File: src/rtl/cacheline_adaptor.sv
// cacheline_adaptor: bridges whole-line cache requests to a beat-wise memory burst interface.
module cacheline_adaptor #(
    parameter int s_line  = 256,
    parameter int s_burst = 64,
    parameter int n_beats = s_line / s_burst
) (
    input  logic                clk,
    input  logic                rst,
    input  logic [s_line-1:0]   line_i,
    output logic [s_line-1:0]   line_o,
    input  logic [31:0]         address_i,
    input  logic                read_i,
    input  logic                write_i,
    output logic                resp_o,
    input  logic [s_burst-1:0]  burst_i,
    output logic [s_burst-1:0]  burst_o,
    output logic [31:0]         address_o,
    output logic                read_o,
    output logic                write_o,
    input  logic                resp_i
);
    localparam int cw = $clog2(n_beats);
    localparam int ob = $clog2(s_line / 8);

    typedef enum logic [1:0] {IDLE, READ, WRITE, DONE} state_t;

    state_t          state, next;
    logic [cw-1:0]   cnt;
    logic [s_line-1:0] wline;
    logic            beat, last, start;

    assign beat    = resp_i && (state == READ || state == WRITE);
    assign last    = beat && cnt == cw'(n_beats - 1);
    assign start   = state == IDLE && (read_i || write_i);
    assign read_o  = state == READ;
    assign write_o = state == WRITE;
    assign resp_o  = state == DONE;
    assign burst_o = wline[s_burst*cnt +: s_burst];

    always_comb begin
        next = state;
        case (state)
            IDLE:        next = write_i ? WRITE : read_i ? READ : IDLE;
            READ, WRITE: next = last ? DONE : state;
            default:     next = IDLE;
        endcase
    end

    always_ff @(posedge clk or posedge rst) begin
        if (rst) begin
            state     <= IDLE;
            cnt       <= '0;
            wline     <= '0;
            line_o    <= '0;
            address_o <= '0;
        end else begin
            state <= next;
            if (start) begin
                address_o <= {address_i[31:ob], {ob{1'b0}}};
                cnt       <= '0;
                if (write_i) wline <= line_i;
            end else if (beat) begin
                cnt <= cnt + 1'b1;
                // read beats land in place so line_o stays whole between fills
                if (state == READ) line_o[s_burst*cnt +: s_burst] <= burst_i;
            end
        end
    end
endmodule

File: config.mk
export PLATFORM = sky130hd
export DESIGN_NAME = cacheline_adaptor
export DESIGN_NICKNAME = d
export VERILOG_FILES = /design/src/rtl/cacheline_adaptor.sv
export SDC_FILE = /design/constraint.sdc
export NUM_CORES = 1
export LEC_CHECK = 0
export CAP_MARGIN = 10
export CORE_AREA = 10 10 271 273
export CTS_CLUSTER_DIAMETER = 200
export DETAILED_ROUTE_END_ITERATION = 12
export DIE_AREA = 0 0 281 283
export SLEW_MARGIN = 20
export SYNTH_ARGS = -nofsm -noshare
export SYNTH_HDL_FRONTEND = slang
export SYNTH_SLANG_ARGS = --single-unit
File: constraint.sdc
create_clock -name clk -period 26.5 [get_ports clk]
set_input_delay 7.95 -clock clk [delete_from_list [all_inputs] [get_ports clk]]
set_output_delay 7.95 -clock clk [all_outputs]
set_load 0.02 [all_outputs]
==> results of run 1 <==
[routing by layer]
| layer | part of all wire [%] | GRT usage (%) | up-vias |
|---|---|---|---|
| met5 | 0 | 0 | - |
| met4 | 3.3 | 7.22 | 0 |
| met3 | 6.5 | 4.71 | 117 |
| met2 | 53 | 33.3 | 481 |
| met1 | 38 | 21.2 | 7803 |
| li1 | - | - | 6286 |
[flip-flops by register name, indices dropped and copies added, names as in the netlist]
signal     count
wline        256
line_o       256
state          2
cnt            2
address_o     27
[per-stage QoR]
step	power (W)	util [%]
floorplan	0.00189	-
global placement	0.00238	42.8
detailed placement	0.00242	42.8
CTS	0.00332	45.9
global route	0.00343	46.0
finish	0.00328	46.0
[worst min-delay path by stage]
stage / endpoint / slack [ns] / cells after the start
final: wline[130]$_DFFE_PP0P_ / 0.48 / 1
after global placement: wline[244]$_DFFE_PP0P_ / 0.47 / 1
after CTS: wline[133]$_DFFE_PP0P_ / 0.49 / 1
after floorplan: wline[128]$_DFFE_PP0P_ / 0.46 / 1
after global routing: wline[133]$_DFFE_PP0P_ / 0.50 / 1
after detailed placement: wline[133]$_DFFE_PP0P_ / 0.48 / 1
[kinds of logic (layout without fill, tap and decap cells)]
family	count (synthesis)	count (layout)	synth area share, %
buf+inv	111	832	2.35
simple gates	20	20	0.687
flops	543	543	63.8
fa+ha+maj	10	10	0.588
other cells	1	18	0.0176
xor+xnor	1	1	0.0411
compound gates	264	264	10.8
mux	347	347	21.7
[layout by cell type, fill, tap and decap left out, drive strengths merged, types with 2 or more instances in the layout]
master         netlist  routed
nand2b               2       2
nand2                4       4
nor4                 2       2
clkinv               0       5
nand4                4       4
a22o               256     256
conb                 1       5
mux2               283     283
diode                0      13
clkbuf              41      95
a21boi               3       3
dfrtp              543     543
ha                  10      10
mux4                64      64
o21ai                3       3
bufinv               0       6
nor3                 3       3
inv                  6       7
clkdlybuf4s50        0     701
buf                 64      18
[layout make-up]
cell class | count | share of cell area [%]
Timing Repair Buffer | 719 | 22.9
Antenna cell | 13 | 0.104
Tap cell | 882 | 3.52
Sequential cell | 543 | 43.4
Clock inverter | 12 | 0.683
Clock buffer | 95 | 6.02
Multi-Input combinational cell | 647 | 23.2
Inverter | 6 | 0.0959
[where the power goes]
part / leakage, nW / internal, W / total [W] / switching [W]
clock network: 1.04 / 0.000540 / 0.000879 / 0.000339
registers: 6.91 / 0.00109 / 0.00124 / 0.000150
logic: 5.25 / 0.000617 / 0.00116 / 0.000539
==> flow_summary.ini, run 1 <==
[yosys]
yosysTopAreaCell = dfrtp_1
yosys-top-cells-area = dfrtp_1 (64%), mux2_1 (12%), a22o_1 (11%)
async_reset_ff_share_pct = 100
yosys.area.top_type_share_pct = 63.8
synth_common_cells = dfrtp_1 (543), a22o_1 (256), mux2_1 (229)
synth_edf_count = 0
syn_area_per_cell_sq_um = 16.4
ys_ff_latch = 543
synth.cell_area_sq_mm = 0.0213
synth-main-ff-cell = dfrtp_1
ys_warn_count = 0
ys_seq_area_share_pct = 63.8
synth.most_common_cell = dfrtp_1
netlist_instances = 1297
ys_types = 30

[sta]
final.setup.tns_ns = 0
timing.final.ws_setup_ns = 14.89
fin_skew_ns = 0.0209
rsz0062_at_grt = false
tightest_slew_ns = 1.07
report.final.hold_viol_count = 0
finalSetupViolCount = 0
max_clock_freq_mhz = 86.1
hold_ws_ns = 0.484
fin_crit_sh_pct = 43.8
post-route-min-period_ns = 11.61
slew_viol_final = 0
max-slew-margin-rel_pct = 28.9

[global_routing]
grt_pass1_wl_mm = 113
gr-total-overflow = 0
grt_max_degree = 179
grt_antenna_before_repair = 14
grt.total_usage_pct = 18.7
grt_pass1_vias = 16076

[critical_path]
path_max_fanout = 40
reg2reg_from = state[0]$_DFFE_PP0P_
crit_start = cnt[0]$_DFFE_PP0P_
slowest_stage = dfrtp_4
cp.arrival_ns = 3.66
crit_end = burst_o[44]
reg2reg_setup_slack_ns = 22.84
reg2reg_to = wline[176]$_DFFE_PP0P_
crit_buf_inv = 2
end_kind = output port
r2r_cells = 6
slowest_delay_ns = 0.86
crit_family = buffers and inverters
criticalPathCategory = reg -> out
crit_chain = buf_4 > mux4_2 > clkdlybuf4s50_1
cp.required_ns = 18.55
start_kind = flop
worst-path-stages = 3

[cells_and_area]
multi_input_area_sq_mm = 0.00728
fin_nets = 2344
regArea_sq_mm = 0.0136
area_delta_synth_final_pct = 47.1
n_fill_cell = 5968
fin_cells = 2917
drive_gt1_share_pct = 12.0
final_area_sq_mm = 0.0313

[clock_network]
clk_latency_ns = 0.61
post_cts_resized = 0
cts-buffers-inserted = 60
cts_tree = built
clk_path_buf_depth = 3
cts_sinks = 543
hold_buffers = 0
cts_max_level = 2
cts.clk_slew.worst_paths_ns = 0.06
post_cts_buffers = 0
clock-root-buffer = clkbuf_16

[detailed_routing]
wl_mm = 76.3
vias = 14687
drt_iter0_markers = 856
vias_per_cell = 5.03
remaining_drc_errors = 0
final_antenna_net_count = 0
post_drt_wl_per_cell_um = 26.1
firstDrtPassIters = 5

[floorplan]
design.core.area_sq_mm = 0.0681
initial_utilization_pct = 31.3
rows = 96
die_x_um = 281
fp.dieH_um = 283
io-pin-count = 712
dieArea_sq_mm = 0.0795

[run_status]
outcome = complete, no violations

[min_path]
hp-start = wline[130]$_DFFE_PP0P_
hold_path_class = reg -> reg

[placed_design]
hpwl_mm = 54.7
place_congestion = 0.820
io_buffer_count = 701
dp_slack_ns = 15.05
dp.cells = 2796
dpl-instance-area_sq_mm = 0.0292

[run]
maxCapViolCount = 0

[power]
power.density_mw_per_mm2 = 105
vdd_drop_max_v = 0.0000693
p_leak_nw = 13.2
Power figures use the tool's default switching activity.
==> run 2, diff against run 1 <==
==> constraint.sdc (replaced) <==
create_clock -name clk -period 10.4 [get_ports clk]
set_input_delay 3.12 -clock clk [delete_from_list [all_inputs] [get_ports clk]]
set_output_delay 3.12 -clock clk [all_outputs]
set_load 0.02 [all_outputs]
==> run 2 against run 1 <==
Compared with the run above:
- global-route usage about the same
- count of clock-buffer cells in the layout up 1
- register-to-register slack worse by 16 ns
- via count down 0.43%
- worst setup slack worse by 11 ns
- die area unchanged
- core utilization down 0.23 points
- critical path type unchanged
- largest cell class unchanged
==> flow_summary.ini, run 2 (synthesis gave the netlist of run 1 again) <==
[clock_network]
clk_path_buf_depth = 3
cts_max_level = 2
cts_sinks = 543
clk_latency_ns = 0.61
cts_tree = built
post_cts_resized = 0
clock-root-buffer = clkbuf_16
hold_buffers = 0
cts-buffers-inserted = 59
cts.clk_slew.worst_paths_ns = 0.06
post_cts_buffers = 0

[critical_path]
r2r_cells = 7
cp.required_ns = 7.28
reg2reg_from = cnt[0]$_DFFE_PP0P_
path_max_fanout = 42
reg2reg_setup_slack_ns = 7.29
end_kind = output port
criticalPathCategory = reg -> out
crit_end = burst_o[43]
reg2reg_to = line_o[36]$_DFFE_PP0P_
crit_start = cnt[0]$_DFFE_PP0P_
cp.arrival_ns = 3.60
start_kind = flop

[placed_design]
io_buffer_count = 701
hpwl_mm = 55.0
dpl-instance-area_sq_mm = 0.0292
place_congestion = 0.810

[detailed_routing]
wl_mm = 76.2
vias = 14624
firstDrtPassIters = 4
post_drt_wl_per_cell_um = 26.1
remaining_drc_errors = 0
drt_iter0_markers = 725
final_antenna_net_count = 0
vias_per_cell = 5.01

[global_routing]
grt_max_degree = 148
gr-total-overflow = 0
grt_antenna_before_repair = 13
grt.total_usage_pct = 18.8
grt_pass1_vias = 16126
grt_pass1_wl_mm = 112

[floorplan]
design.core.area_sq_mm = 0.0681
initial_utilization_pct = 31.3
fp.dieH_um = 283
rows = 96
io-pin-count = 712
dieArea_sq_mm = 0.0795
die_x_um = 281

[sta]
final.setup.tns_ns = 0
max_clock_freq_mhz = 149
tightest_slew_ns = 1.08
fin_skew_ns = 0.0123
rsz0062_at_grt = false
finalSetupViolCount = 0
post-route-min-period_ns = 6.72
max-slew-margin-rel_pct = 28.1
slew_viol_final = 0
report.final.hold_viol_count = 0
fin_crit_sh_pct = 64.6

[power]
vdd_drop_max_v = 0.000163
p_total_w = 0.00817
power.density_mw_per_mm2 = 262
p_leak_nw = 13.1

[cells_and_area]
reg_top3 = line_o (256), wline (256), address_o (27)
layout_commonest_cell = clkdlybuf4s50_1
area_delta_synth_final_pct = 46.3
n_fill_cell = 6041
final_cell_mix = clkdlybuf4s50_1 (701), dfrtp_1 (541), a22o_1 (256)
drive_gt1_share_pct = 11.7
fin_nets = 2343
final_area_sq_mm = 0.0312

[run]
maxCapViolCount = 0

[min_path]
hold_path_class = reg -> reg
hp-start = wline[232]$_DFFE_PP0P_

[run_status]
outcome = complete, no violations
-- run 2: worst min path at each step --
stage                             end  slack, ns  cells after the start
4_1_cts        wline[174]$_DFFE_PP0P_       0.49                      1
3_3_place_gp   wline[205]$_DFFE_PP0P_       0.47                      1
5_1_grt        wline[206]$_DFFE_PP0P_       0.50                      1
3_5_place_dp   wline[174]$_DFFE_PP0P_       0.48                      1
2_1_floorplan  wline[128]$_DFFE_PP0P_       0.46                      1
6_report       wline[232]$_DFFE_PP0P_       0.48                      1
-- run 2: worst max-delay path: stages (launching register included) --
cell and delay [ns]:
dfrtp_4 0.82, buf_4 0.81, mux4_2 0.65, clkdlybuf4s50_1 0.61
-- run 2: area by class of cell --
type / count / area [sq um] / share of cell area (%)
Sequential cell: 543 / 13600 / 43.6
Multi-Input combinational cell: 647 / 7270 / 23.3
Timing Repair Buffer: 719 / 7210 / 23.1
Clock buffer: 96 / 1810 / 5.80
Tap cell: 882 / 1100 / 3.54
Clock inverter: 14 / 131 / 0.422
Inverter: 6 / 26.3 / 0.0843
Antenna cell: 10 / 25.0 / 0.0803
-- run 2: where the power goes --
group | total (W) | internal, W | switching [W]
combinational | 0.00291 | 0.00156 | 0.00135
clock | 0.00210 | 0.00123 | 0.000863
sequential | 0.00316 | 0.00278 | 0.000386
total | 0.00817 | 0.00557 | 0.00260
-- run 2: routing by layer --
| metal | vias to the layer above | wire (um) | track usage [%] |
|---|---|---|---|
| met5 | - | 13 | 0 |
| met4 | 2 | 2790 | 7.55 |
| met3 | 130 | 5530 | 4.94 |
| met1 | 7665 | 28200 | 21.2 |
| met2 | 526 | 39700 | 33.1 |
| li1 | 6301 | - | - |
-- run 2: through the flow --
stage               std cells  setup WS [ns]  utilization, %  hold WS [ns]
finish                   2917           3.68            45.8         0.482
global route             2917           3.42            45.8         0.503
CTS                      2907           3.53            45.7         0.488
detailed placement       2797           4.21            42.9         0.475
global placement         2797           4.19            42.9         0.468
floorplan                1301         -0.106               -         0.459
==> run 3, diff against run 2 <==
==> constraint.sdc (replaced) <==
create_clock -name clk -period 6.9 [get_ports clk]
set_input_delay 2.07 -clock clk [delete_from_list [all_inputs] [get_ports clk]]
set_output_delay 2.07 -clock clk [all_outputs]
set_load 0.02 [all_outputs]
==> run 3 against run 2 <==
Compared with the run above:
- critical path depth unchanged
- sequential share of layout area decreased by 0.079 points
- combinational power increased by 51%
- first-iteration DRC count increased by 13%
- die area unchanged
- via count decreased by 0.47%
- sequential cell count unchanged
- core utilization increased by 0.083 points
- register-to-register slack got worse by 3.7 ns
- clock skew increased by 0.0011 ns
- largest cell class unchanged
- largest power group unchanged
- highest routed layer is now met4
==> flow_summary.ini, run 3 (synthesis gave the netlist of run 1 again) <==
[global_routing]
grt_use_met2_pct = 33.6
grt_max_degree = 135
grt_antenna_before_repair = 12
grt.total_usage_pct = 19.0
grt_busiest_layer = met2
gr-total-overflow = 0
grt_pass1_vias = 16013
use_met1_pct = 21.5
grt_pass1_wl_mm = 113
grtUsageMet3_pct = 5.11

[floorplan]
die_x_um = 281
rows = 96
fp.dieH_um = 283
initial_utilization_pct = 31.3
design.core.area_sq_mm = 0.0681
dieArea_sq_mm = 0.0795
io-pin-count = 712

[clock_network]
cts_sinks = 543
post_cts_buffers = 0
hold_buffers = 0
cts_tree = built
cts_max_level = 2
cts.clk_slew.worst_paths_ns = 0.06
post_cts_resized = 0
cts-buffers-inserted = 60
clk_path_buf_depth = 3
clock-root-buffer = clkbuf_16
clk_latency_ns = 0.61

[critical_path]
slowest_stage = dfrtp_4
start_kind = flop
end_kind = output port
slowest_delay_ns = 0.90
cp.required_ns = 4.83
crit_buf_inv = 2
crit_family = buffers and inverters
cp.arrival_ns = 3.24
crit_chain = buf_4 > mux4_2 > clkdlybuf4s50_1
path_max_fanout = 35
criticalPathCategory = reg -> out

[power]
power.density_mw_per_mm2 = 397
p_leak_nw = 13.1
vdd_drop_max_v = 0.000281
p_total_w = 0.0124

[min_path]
hold_path_class = reg -> reg

[cells_and_area]
reg_top3 = line_o (256), wline (256), address_o (27)
final_cell_mix = clkdlybuf4s50_1 (701), dfrtp_1 (541), a22o_1 (256)
drive_gt1_share_pct = 11.9
fin_nets = 2346
layout_commonest_cell = clkdlybuf4s50_1
utilization_pct = 45.8
area_delta_synth_final_pct = 46.6

[sta]
hold_ws_ns = 0.486
tightest_slew_ns = 1.06
slew_viol_final = 0
post-route-min-period_ns = 5.31
final.setup.tns_ns = 0
fin_skew_ns = 0.0134
finalSetupViolCount = 0
rsz0062_at_grt = false
max-slew-margin-rel_pct = 29.3
fin_crit_sh_pct = 76.9
max_clock_freq_mhz = 188
report.final.hold_viol_count = 0

[placed_design]
hpwl_mm = 55.7
place_congestion = 0.815
io_buffer_count = 701

[detailed_routing]
vias = 14555
post_drt_wl_per_cell_um = 26.6
remaining_drc_errors = 0
wl_mm = 77.4
final_antenna_net_count = 0
firstDrtPassIters = 5
vias_per_cell = 5.00
drt_iter0_markers = 819

[run_status]
outcome = complete, no violations

[run]
maxCapViolCount = 0
## run 3: cell count changes in the layout (fill, tap and decap cells not counted)
cell	change
buf_12	+3
buf_6	-1
bufinv_16	+3
clkbuf_1	-8
clkbuf_8	-6
clkinv_2	+1
clkinv_4	-1
clkinvlp_4	+3
diode_2	+1
inv_6	+1
## run 3: cell type report
| class | count | area [sq um] |
|---|---|---|
| diodes | 11 | 27.5 |
| fillers | 5993 | 36900 |
| clock buffers | 82 | 1700 |
| repair buffers | 721 | 7250 |
| multi-input cells | 647 | 7270 |
| flip-flops and latches | 543 | 13600 |
| well taps | 882 | 1100 |
| inverters | 6 | 26.3 |
| clock inverters | 21 | 249 |
## run 3: power by group
part | switching, W | leakage (nW) | total [W] | internal (W)
sequential | 0.000616 | 6.91 | 0.00480 | 0.00419
clock | 0.00130 | 0.954 | 0.00319 | 0.00189
combinational | 0.00203 | 5.27 | 0.00440 | 0.00237
total | 0.00394 | 13.1 | 0.0124 | 0.00845
## run 3: final timing paths
check	from	to	slack (ns)	cells after the start
min in group asynchronous	rst	wline[13]$_DFFE_PP0P_	1.97	2
min reg2reg	wline[163]$_DFFE_PP0P_	wline[163]$_DFFE_PP0P_	0.49	1
max reg2reg	cnt[1]$_DFFE_PP0P_	line_o[18]$_DFFE_PP0P_	3.58	6
max	cnt[0]$_DFFE_PP0P_	burst_o[6]	1.59	3
min	wline[163]$_DFFE_PP0P_	wline[163]$_DFFE_PP0P_	0.49	1
max in group asynchronous	rst	line_o[158]$_DFFE_PP0P_	3.71	3
## run 3: per-layer routing
layer	up-vias	part of all wire, %
met5	-	0
met4	0	3.2
met3	133	6.8
met2	483	53
met1	7660	37
li1	6279	-
## run 3: stage by stage
| step | area [sq um] | instances | setup WS [ns] |
|---|---|---|---|
| after global routing | 31200 | 2913 | 1.37 |
| after detailed placement | 29200 | 2799 | 2.08 |
| final | 31200 | 2913 | 1.59 |
| after CTS | 31200 | 2902 | 1.40 |
| after global placement | 29200 | 2799 | 2.08 |
| after floorplan | 21300 | 1301 | -2.56 |
